File: config.mk
export PLATFORM = sky130hd
export DESIGN_NAME = regwb_ctrl
export DESIGN_NICKNAME = d
export VERILOG_FILES = /design/src/rtl/regwb_ctrl.sv
export SDC_FILE = /design/constraint.sdc
export NUM_CORES = 1
export LEC_CHECK = 0
export CAP_MARGIN = 5
export CORE_AREA = 4 4 188 190
export CTS_CLUSTER_DIAMETER = 40
export DETAILED_ROUTE_END_ITERATION = 12
export DIE_AREA = 0 0 192 194
export PLACE_DENSITY = 0.6
export SLEW_MARGIN = 0
export SYNTH_ARGS = -nofsm -noshare
export SYNTH_HDL_FRONTEND = slang
export SYNTH_SLANG_ARGS = --single-unit
File: constraint.sdc
create_clock -name clk -period 4.4 [get_ports clk]
set_clock_uncertainty 0.2 [all_clocks]
set_input_delay 0.88 -clock clk [delete_from_list [all_inputs] [get_ports clk]]
set_output_delay 0.88 -clock clk [all_outputs]
set_load 0.02 [all_outputs]
File: src/rtl/regwb_ctrl.sv
// ----------------------------------------------------------------------------
// regwb_ctrl
//  Write-back initiator for the 16x32 register file (r15 = PC). It is the only
//  driver of the register file write port (we/wa/wd) and of the PC branch
//  port (ib/bv/bl).
//
//  Results from the load unit, the ALU and the branch unit (link writes) go
//  into a small in-order FIFO. At most one write is issued per cycle. An
//  entry accepted while the FIFO is empty is issued at the same edge
//  (bypass), so we rises one cycle after the handshake. A write to r15 is
//  never issued in the same cycle as ib. If they clash, the r15 write stays at
//  the head for one cycle and nothing behind it may pass.
//
//  Handshake rule for all three inputs: a transfer happens on the rising
//  edge where valid & ready are both high. ready is combinational from the
//  registered FIFO count and the other valids. It never depends on its own
//  valid.
//
//  Ports
//   clk, reset                 clock, asynchronous active-high reset
//   ld_valid/ld_ready          load result handshake
//   ld_wa, ld_wd, ld_byte      load destination, data, byte-load (zero-extend)
//   alu_valid/alu_ready        ALU result handshake
//   alu_wa, alu_wd             ALU destination and data
//   br_valid/br_ready          taken-branch handshake
//   br_target, br_link, br_pc  target, with-link flag, branch address
//   we, wa, wd                 registered register file write port
//   ib, bv, bl                 registered branch strobe, value, link flag
//   pend_mask                  registered per-register "write outstanding"
// ----------------------------------------------------------------------------
module regwb_ctrl #(
    parameter int         DEPTH    = 4,
    parameter logic [3:0] LINK_REG = 4'd14
) (
    input  logic        clk,
    input  logic        reset,
    input  logic        ld_valid,
    output logic        ld_ready,
    input  logic [3:0]  ld_wa,
    input  logic [31:0] ld_wd,
    input  logic        ld_byte,
    input  logic        alu_valid,
    output logic        alu_ready,
    input  logic [3:0]  alu_wa,
    input  logic [31:0] alu_wd,
    input  logic        br_valid,
    output logic        br_ready,
    input  logic [31:0] br_target,
    input  logic        br_link,
    input  logic [31:0] br_pc,
    output logic        we,
    output logic [3:0]  wa,
    output logic [31:0] wd,
    output logic        ib,
    output logic [31:0] bv,
    output logic        bl,
    output logic [15:0] pend_mask
);

    localparam int AW = $clog2(DEPTH);
    localparam int CW = $clog2(DEPTH + 1);

    logic [3:0]    mem_wa [DEPTH];
    logic [31:0]   mem_wd [DEPTH];
    logic [AW-1:0] rd_ptr, wr_ptr;
    logic [CW-1:0] count;

    logic          full, empty, link_block;
    logic          br_fire, link_fire, ld_fire, alu_fire;
    logic          enq_v;
    logic [3:0]    enq_wa;
    logic [31:0]   enq_wd;
    logic          cand_v;
    logic [3:0]    cand_wa;
    logic [31:0]   cand_wd;
    logic          issue, bypass, push, pop;
    logic [15:0]   pend_next;

    assign full       = (count == CW'(DEPTH));
    assign empty      = (count == '0);
    assign link_block = br_valid & br_link;

    // A link branch needs a FIFO slot for the return address, a plain branch
    // does not, but it still waits while the FIFO is full so that a stuck r15
    // head drains before the PC moves again.
    assign br_ready  = br_link ? (count <= CW'(DEPTH - 2)) : (count <= CW'(DEPTH - 1));
    assign ld_ready  = !full & !link_block;
    assign alu_ready = !full & !ld_valid & !link_block;

    assign br_fire   = br_valid & br_ready;
    assign link_fire = br_fire & br_link;
    assign ld_fire   = ld_valid & ld_ready;
    assign alu_fire  = alu_valid & alu_ready;
    assign enq_v     = link_fire | ld_fire | alu_fire;

    // The readies are mutually exclusive already. The priority order here
    // only makes the mux shape explicit.
    always_comb begin
        enq_wa = alu_wa;
        enq_wd = alu_wd;
        if (link_fire) begin
            enq_wa = LINK_REG;
            enq_wd = br_pc + 32'd4;
        end else if (ld_fire) begin
            enq_wa = ld_wa;
            enq_wd = ld_byte ? {24'b0, ld_wd[7:0]} : ld_wd;
        end
    end

    // Issue candidate: with an empty FIFO, the entry arriving now; otherwise
    // the head. A candidate targeting r15 waits while a branch fires.
    assign cand_v  = !empty | enq_v;
    assign cand_wa = empty ? enq_wa : mem_wa[rd_ptr];
    assign cand_wd = empty ? enq_wd : mem_wd[rd_ptr];
    assign issue   = cand_v & !(br_fire & (cand_wa == 4'd15));
    assign bypass  = empty & issue;
    assign push    = enq_v & !bypass;
    assign pop     = issue & !empty;

    // Mask of everything still outstanding after this edge: surviving FIFO
    // entries, the entry being pushed, and the entry being issued.
    always_comb begin
        pend_next = '0;
        for (int i = 0; i < DEPTH; i++) begin
            if ((CW'(i) < count) && !((i == 0) && pop)) begin
                pend_next = pend_next | (16'd1 << mem_wa[rd_ptr + AW'(i)]);
            end
        end
        if (push) pend_next = pend_next | (16'd1 << enq_wa);
        if (issue) pend_next = pend_next | (16'd1 << cand_wa);
    end

    always_ff @(posedge clk) begin
        if (push) begin
            mem_wa[wr_ptr] <= enq_wa;
            mem_wd[wr_ptr] <= enq_wd;
        end
    end

    always_ff @(posedge clk or posedge reset) begin
        if (reset) begin
            rd_ptr    <= '0;
            wr_ptr    <= '0;
            count     <= '0;
            we        <= 1'b0;
            wa        <= '0;
            wd        <= '0;
            ib        <= 1'b0;
            bv        <= '0;
            bl        <= 1'b0;
            pend_mask <= '0;
        end else begin
            if (push) wr_ptr <= wr_ptr + AW'(1);
            if (pop)  rd_ptr <= rd_ptr + AW'(1);
            count <= count + CW'(push) - CW'(pop);

            we <= issue;
            if (issue) begin
                wa <= cand_wa;
                wd <= cand_wd;
            end

            ib <= br_fire;
            bl <= link_fire;
            if (br_fire) bv <= br_target;

            pend_mask <= pend_next;
        end
    end

endmodule

======== Yosys cells after proc, flatten, opt, wreduce, memory -nomap -nowiden ========
Memories as Yosys holds them, arrays and structs flattened.
Index checks and enable logic that the tools add are counted.
word-level totals
  input port bits ......................... 143
  memories kept ........................... 2
  logic and storage cells ................. 79
  memory bits (writable) .................. 144
  bits in registers ....................... 94
cells by class
  reduce and logical (&&, ||, !) cells .... 9
  equality and inequality tests ........... 2
  muxes and demuxes ....................... 16
  $add $sub $neg .......................... 7
  bitwise logic cells ..................... 21
  $lt $le $gt $ge ......................... 6
  shift-type cells ........................ 6
memories
  memory  depth  bits a word  rd ports  clocked after memory_dff  wr ports  line  source
  mem_wd  4      32           1         0                         1         64    logic [31:0] mem_wd [DEPTH];
  mem_wa  4      4            4         0                         1         63    logic [3:0] mem_wa [DEPTH];
operators with widths
  kind                     number
  $mux W32                 4
  $mux W16                 6
  $shl A1 B4 Y16 const A   6
  $or A16 B16 Y16          5
  $add A32 B3 Y32 const B  1
  $and A1 B1 Y1            13
  $mux W4                  3
  $logic_not A1 Y1         7
  $le A3 B2 Y1 const B     2
  $lt A1 B3 Y1 const A     2
  $lt A2 B3 Y1 const A     2
  $add A2 B1 Y2 const B    2
  $add A2 B2 Y2 const B    2
  $eq A4 B4 Y1 const B     1
  $add A3 B1 Y3            1
  $eq A3 B3 Y1 const B     1
  $logic_not A3 Y1         1
  $mux W1                  3
  $or A1 B1 Y1             3
  $sub A3 B1 Y3            1
  $logic_and A1 B1 Y1      1

======== Depth between registers and ports, before layout ========
  depth after elaboration ................. 25
  depth in mapped cells ................... 19

======== Worst setup path before layout ========
Ideal clock, no wire load.
  path type ............................... input to register
  from .................................... input ld_valid
  to ...................................... register count[2]
  path buffers ............................ 1
  setup slack ............................. 0.578 ns
  cell stages on the path ................. 14
  arrival ................................. 3.500 ns
  required time ........................... 4.078 ns
  cell sequence ........................... a21boi_1 nand3_1 a32oi_2 nand3_4 or2_2 buf_2 a21oi_2 inv_1 ha_1 inv_1 ha_1 inv_1 fa_1 xor2_1
between the ends
  word-level cells in the longest chain between the ends .. 13
RTL lines
  what                    line  source
  start: declaration      37    input logic ld_valid,
  $and A1 B1 Y1           92    assign ld_fire = ld_valid & ld_ready;
  $mux W4                 104   end else if (ld_fire) begin
  $mux W4                 101   if (link_fire) begin
  $mux W4                 113   assign cand_wa = empty ? enq_wa : mem_wa[rd_ptr];
  $eq A4 B4 Y1            115   assign issue = cand_v & !(br_fire & (cand_wa == 4'd15));
  $and A1 B1 Y1           115
  $logic_not A1 Y1        115
  $and A1 B1 Y1           115
  $and A1 B1 Y1           116   assign bypass = empty & issue;
  $logic_not A1 Y1        117   assign push = enq_v & !bypass;
  $and A1 B1 Y1           117
  $add A3 B1 Y3           155   count <= count + CW'(push) - CW'(pop);
  $sub A3 B1 Y3 *         155
  end signal: assignment  155
  end: declaration        66    logic [CW-1:0] count;
Every way passes the cells marked *; elsewhere a longest branch is shown, timed or not.
A chain may end at the register's enable or synchronous reset.

======== Final worst setup path ========
Same ends and word-level chain as after synthesis.

==> flow_summary.rst <==
.. list-table::
   :header-rows: 1

   * - Metric
     - Value
   * - Layout Nets
     - about 1.4k
   * - Largest fanout on the critical path
     - 5
   * - Pin count of the biggest net entering global routing
     - 57
   * - Slack of the worst reg-to-reg path
     - 810 ps
   * - Predominant post-synthesis flop cell
     - edfxtp_1
   * - Final setup violation count
     - 0
   * - Number of top-level pins
     - 233
   * - Total power divided by cell area
     - 765 nW/um^2
   * - Post-synth cell types
     - 68
   * - Ratio of routed vias to standard cells
     - around 5.3
   * - Hpwl dp
     - approximately 24,000 um
   * - Hold Path Class
     - reg2reg
   * - P_sw
     - between 4000 and 5000 uW
   * - FF+latch count, synth
     - 238
   * - Slew at the pin closest to its max-slew limit
     - approximately 810 ps
   * - Area after DPL
     - 14,600 um^2
   * - Category of cells accounting for the largest share of critical-path delay
     - compound AO/OA/AOI/OAI gates
   * - Post-cts resize count
     - 0
   * - Origin of the critical flop-to-flop path
     - count[2]
   * - Detailed-route via count
     - just under 9k
   * - Synth-to-Final Area Change
     - 36.1%
   * - Worst reg-to-reg path cell count
     - 16
   * - Post-route cell area
     - 15,900 um^2
   * - Fraction of layout instances using a drive strength above 1
     - 0.152
   * - Leading cell types in the layout, fill and taps excluded
     - 232 x clkdlybuf4s50_1, 159 x nand2_1, 144 x edfxtp_1
   * - Rows
     - 67
   * - IR drop worst, VDD
     - 0.000325 V
   * - Relative max-transition margin
     - 0.458
   * - H-tree depth
     - 2
   * - Core outline area
     - 33,400 um^2
   * - Relative contribution of the clock network to total power
     - 0.237
   * - Switching Fraction
     - 0.385
   * - Most common library cell in the layout ignoring fill and taps
     - clkdlybuf4s50_1
   * - Number of instances in the synthesized netlist
     - 958
   * - Design internal power
     - 7480 uW
   * - Part of the power in combinational logic
     - 0.453
   * - Logic depth of the worst setup path including buffers
     - 14
   * - WP data required
     - 4590 ps
   * - DRT Wirelength
     - 34,500 um
   * - EDFF count, synth
     - roughly 140
   * - Largest area contributor in the netlist
     - edfxtp_1
   * - Count of endpoints failing hold in the final timing report
     - 0
   * - LEAKAGE
     - 0.00601 uW
   * - Port buffer count
     - ~230
   * - Final total negative setup slack
     - 0 ps
   * - Height of the die
     - 194 um
   * - F_max
     - between 0.2 and 0.3 GHz
   * - Largest cells by area after synthesis
     - edfxtp_1 37%, dfrtp_1 20%, mux4_2 7.1%, nand2_1 5.1%, mux2_2 2.0%
   * - Hold bufs inserted after CTS
     - 0
   * - Critical path type
     - in2reg
   * - Capturing element of the worst setup path
     - count[2]
   * - Delay of the slowest cell on the worst path
     - 520 ps
   * - Number of buffers added for setup after CTS
     - 0
   * - Number of filler instances in the final layout
     - 3,000
   * - Endpoint of the worst register-to-register path
     - count[2]
   * - Kind of start point of the critical path
     - input port
   * - Post-Syn Nets
     - between 1k and 1.5k
   * - Ordered cell list for the critical path
     - clkdlybuf4s50_1 > a21boi_1 > nand3_1 > a31oi_2 > nand3_4 > or2_2 > a21oi_2 > inv_1 > ha_1 > inv_1 > ha_1 > inv_1 > fa_1 > xor2_1
   * - Syn Std Cell Area
     - ~12,000 um^2
   * - Num Clock Sinks
     - 238
   * - Number of buffer and inverter instances along the worst setup path
     - 4
   * - Max capacitance violation total
     - 0
   * - Number of remaining DRC errors
     - 0
   * - Yosys top cell area share
     - 0.371
   * - Status
     - finished, final reports clean
   * - Number of global-route vias before repair
     - around 9.1k
   * - Final core utilization
     - 0.475
   * - Clock root cell
     - clkbuf_16
   * - Area of the die
     - between 30,000 and 40,000 um^2
   * - Total grt overflow
     - 0
   * - Area occupied by multi-input gates
     - 4660 um^2
   * - Maximum root-to-sink buffer count
     - 3
   * - Final hold slack
     - 270 ps
   * - Effective utilization at floorplan
     - 0.349
   * - Wire length of the first global-routing pass
     - 52,600 um
   * - Iter 0 DRT Violations
     - 633
   * - Slowest library cell on the worst path
     - clkdlybuf4s50_1
   * - Unrepaired setup endpoints after global routing
     - false
   * - Initial antenna violation count
     - 2
   * - Die outline width
     - 192 um
   * - Crit path launch
     - ld_valid
   * - Period minus WS final
     - 3850 ps
   * - CP Capture Type
     - flop
   * - Library cell appearing most often on the critical path
     - inv_1
   * - Antenna Violating Nets Remaining
     - 0
   * - Average wire per standard cell
     - 20.5 um
   * - Fraction of the cycle the final worst path needs
     - 0.875
   * - Avg Cell Area, Syn
     - 12.2 um^2
   * - Number of buffers added by the clock tree synthesis step
     - 37
   * - Pins Over Slew Limit
     - 0
   * - Routability congestion estimate
     - 0.908
   * - Number of warnings reported in the yosys synthesis log
     - 0
   * - Crit path arrival time
     - roughly 4000 ps
   * - Post-synth ARST share
     - 0.395
   * - Source-to-sink clock delay at the later pin of the worst-skew pair
     - 530 ps
   * - Number of iterations in the first detailed-routing pass
     - 5
   * - Sequential share of the synthesized area
     - 0.572
   * - CTS tree
     - done
   * - Global router's overall resource usage
     - 0.180
   * - Clock slew at reported path FFs
     - 50 ps
   * - Sequential standard cell area
     - between 6000 and 7000 um^2
   * - Sequential Power Share
     - 0.310
   * - Final total power
     - 12,200 uW
sequential cells by signal (all words and copies together), names as in the netlist, 3 cells and up:
register / cells
mem_wd: 128
bv: 32
wd: 32
mem_wa: 16
pend_mask: 16
wa: 4
count: 3
logic make-up after synthesis:
kind of cell               after synthesis  synth area share
and+or+nand+nor                        330             0.140
DFF                                    238             0.572
AOI/OAI and AO/OA                      185             0.112
buffers and inverters                   82            0.0294
muxes                                   81             0.111
xor gates and xnor gates                32            0.0240
adders and majority gates               10            0.0114
through the flow:
| stage | instances | setup WS, ps |
|---|---|---|
| after global routing | 1682 | 354 |
| after global placement | 1614 | 87.4 |
| final | 1683 | 548 |
| after CTS | 1682 | 584 |
| after floorplan | 958 | 578 |
| after detailed placement | 1614 | 60.9 |
Yosys cell counts, types with 3 or more instances:
master / n
nand2_1: 160
edfxtp_1: 144
dfrtp_1: 94
a21oi_1: 37
mux4_2: 37
nor2_1: 37
clkbuf_1: 35
nor3b_1: 29
o21ai_0: 26
a211oi_1: 23
mux2i_1: 23
nand3_1: 23
xor2_1: 22
mux2_2: 21
inv_1: 20
a22oi_1: 19
nor3_1: 17
a2bb2oi_1: 15
and3_1: 15
o22ai_1: 14
nand4_1: 11
buf_2: 10
xnor2_1: 10
ha_1: 9
o221ai_1: 9
buf_1: 8
a221oi_1: 6
and2_1: 6
nor2b_1: 6
a221o_1: 5
a22o_1: 5
and4_1: 5
o211ai_1: 4
or2_2: 4
inv_2: 3
o21ai_1: 3
area by class of cell:
type	count	area share
Sequential cell	238	0.420
Multi-Input combinational cell	638	0.294
Tap cell	448	0.0353
Antenna cell	1	0.000158
Timing Repair Buffer	265	0.167
Clock buffer	41	0.0605
Clock inverter	27	0.0173
Inverter	25	0.00607
power by group through the flow:
stage	Clock [uW]	Combinational (uW)	Sequential, uW
final	2880	5510	3770
after global routing	3060	5990	3860
after CTS	2950	5550	3780
after detailed placement	0	5540	3810
after global placement	0	5530	3780
after floorplan	0	3030	4110
per-layer routing:
layer  global-route usage  up-vias  wire length [um]  share of wire
met5                    0        -                13        0.00038
met4               0.0465        2               716          0.021
met3               0.0535       55              3330          0.097
met2                0.285      376             15700           0.45
met1                0.243     4305             14700           0.43
li1                     -     4111                 -              -
worst min path at each step:
stage                  start  endpoint  slack [ps]  cells after the start
global placement       bv[7]     bv[7]         260                      2
detailed placement    bv[28]    bv[28]         260                      2
floorplan           count[0]  count[0]         300                      1
CTS                   bv[28]    bv[28]         270                      2
finish                bv[28]    bv[28]         270                      2
global route           bv[9]     bv[9]         300                      2
tightest hold or removal path, delay by kind of cell (launching register included):
family,cells,cell delay (ps)
flip-flops,1,330
AND/OR/NAND/NOR,2,110
Power figures use the tool's default switching activity.
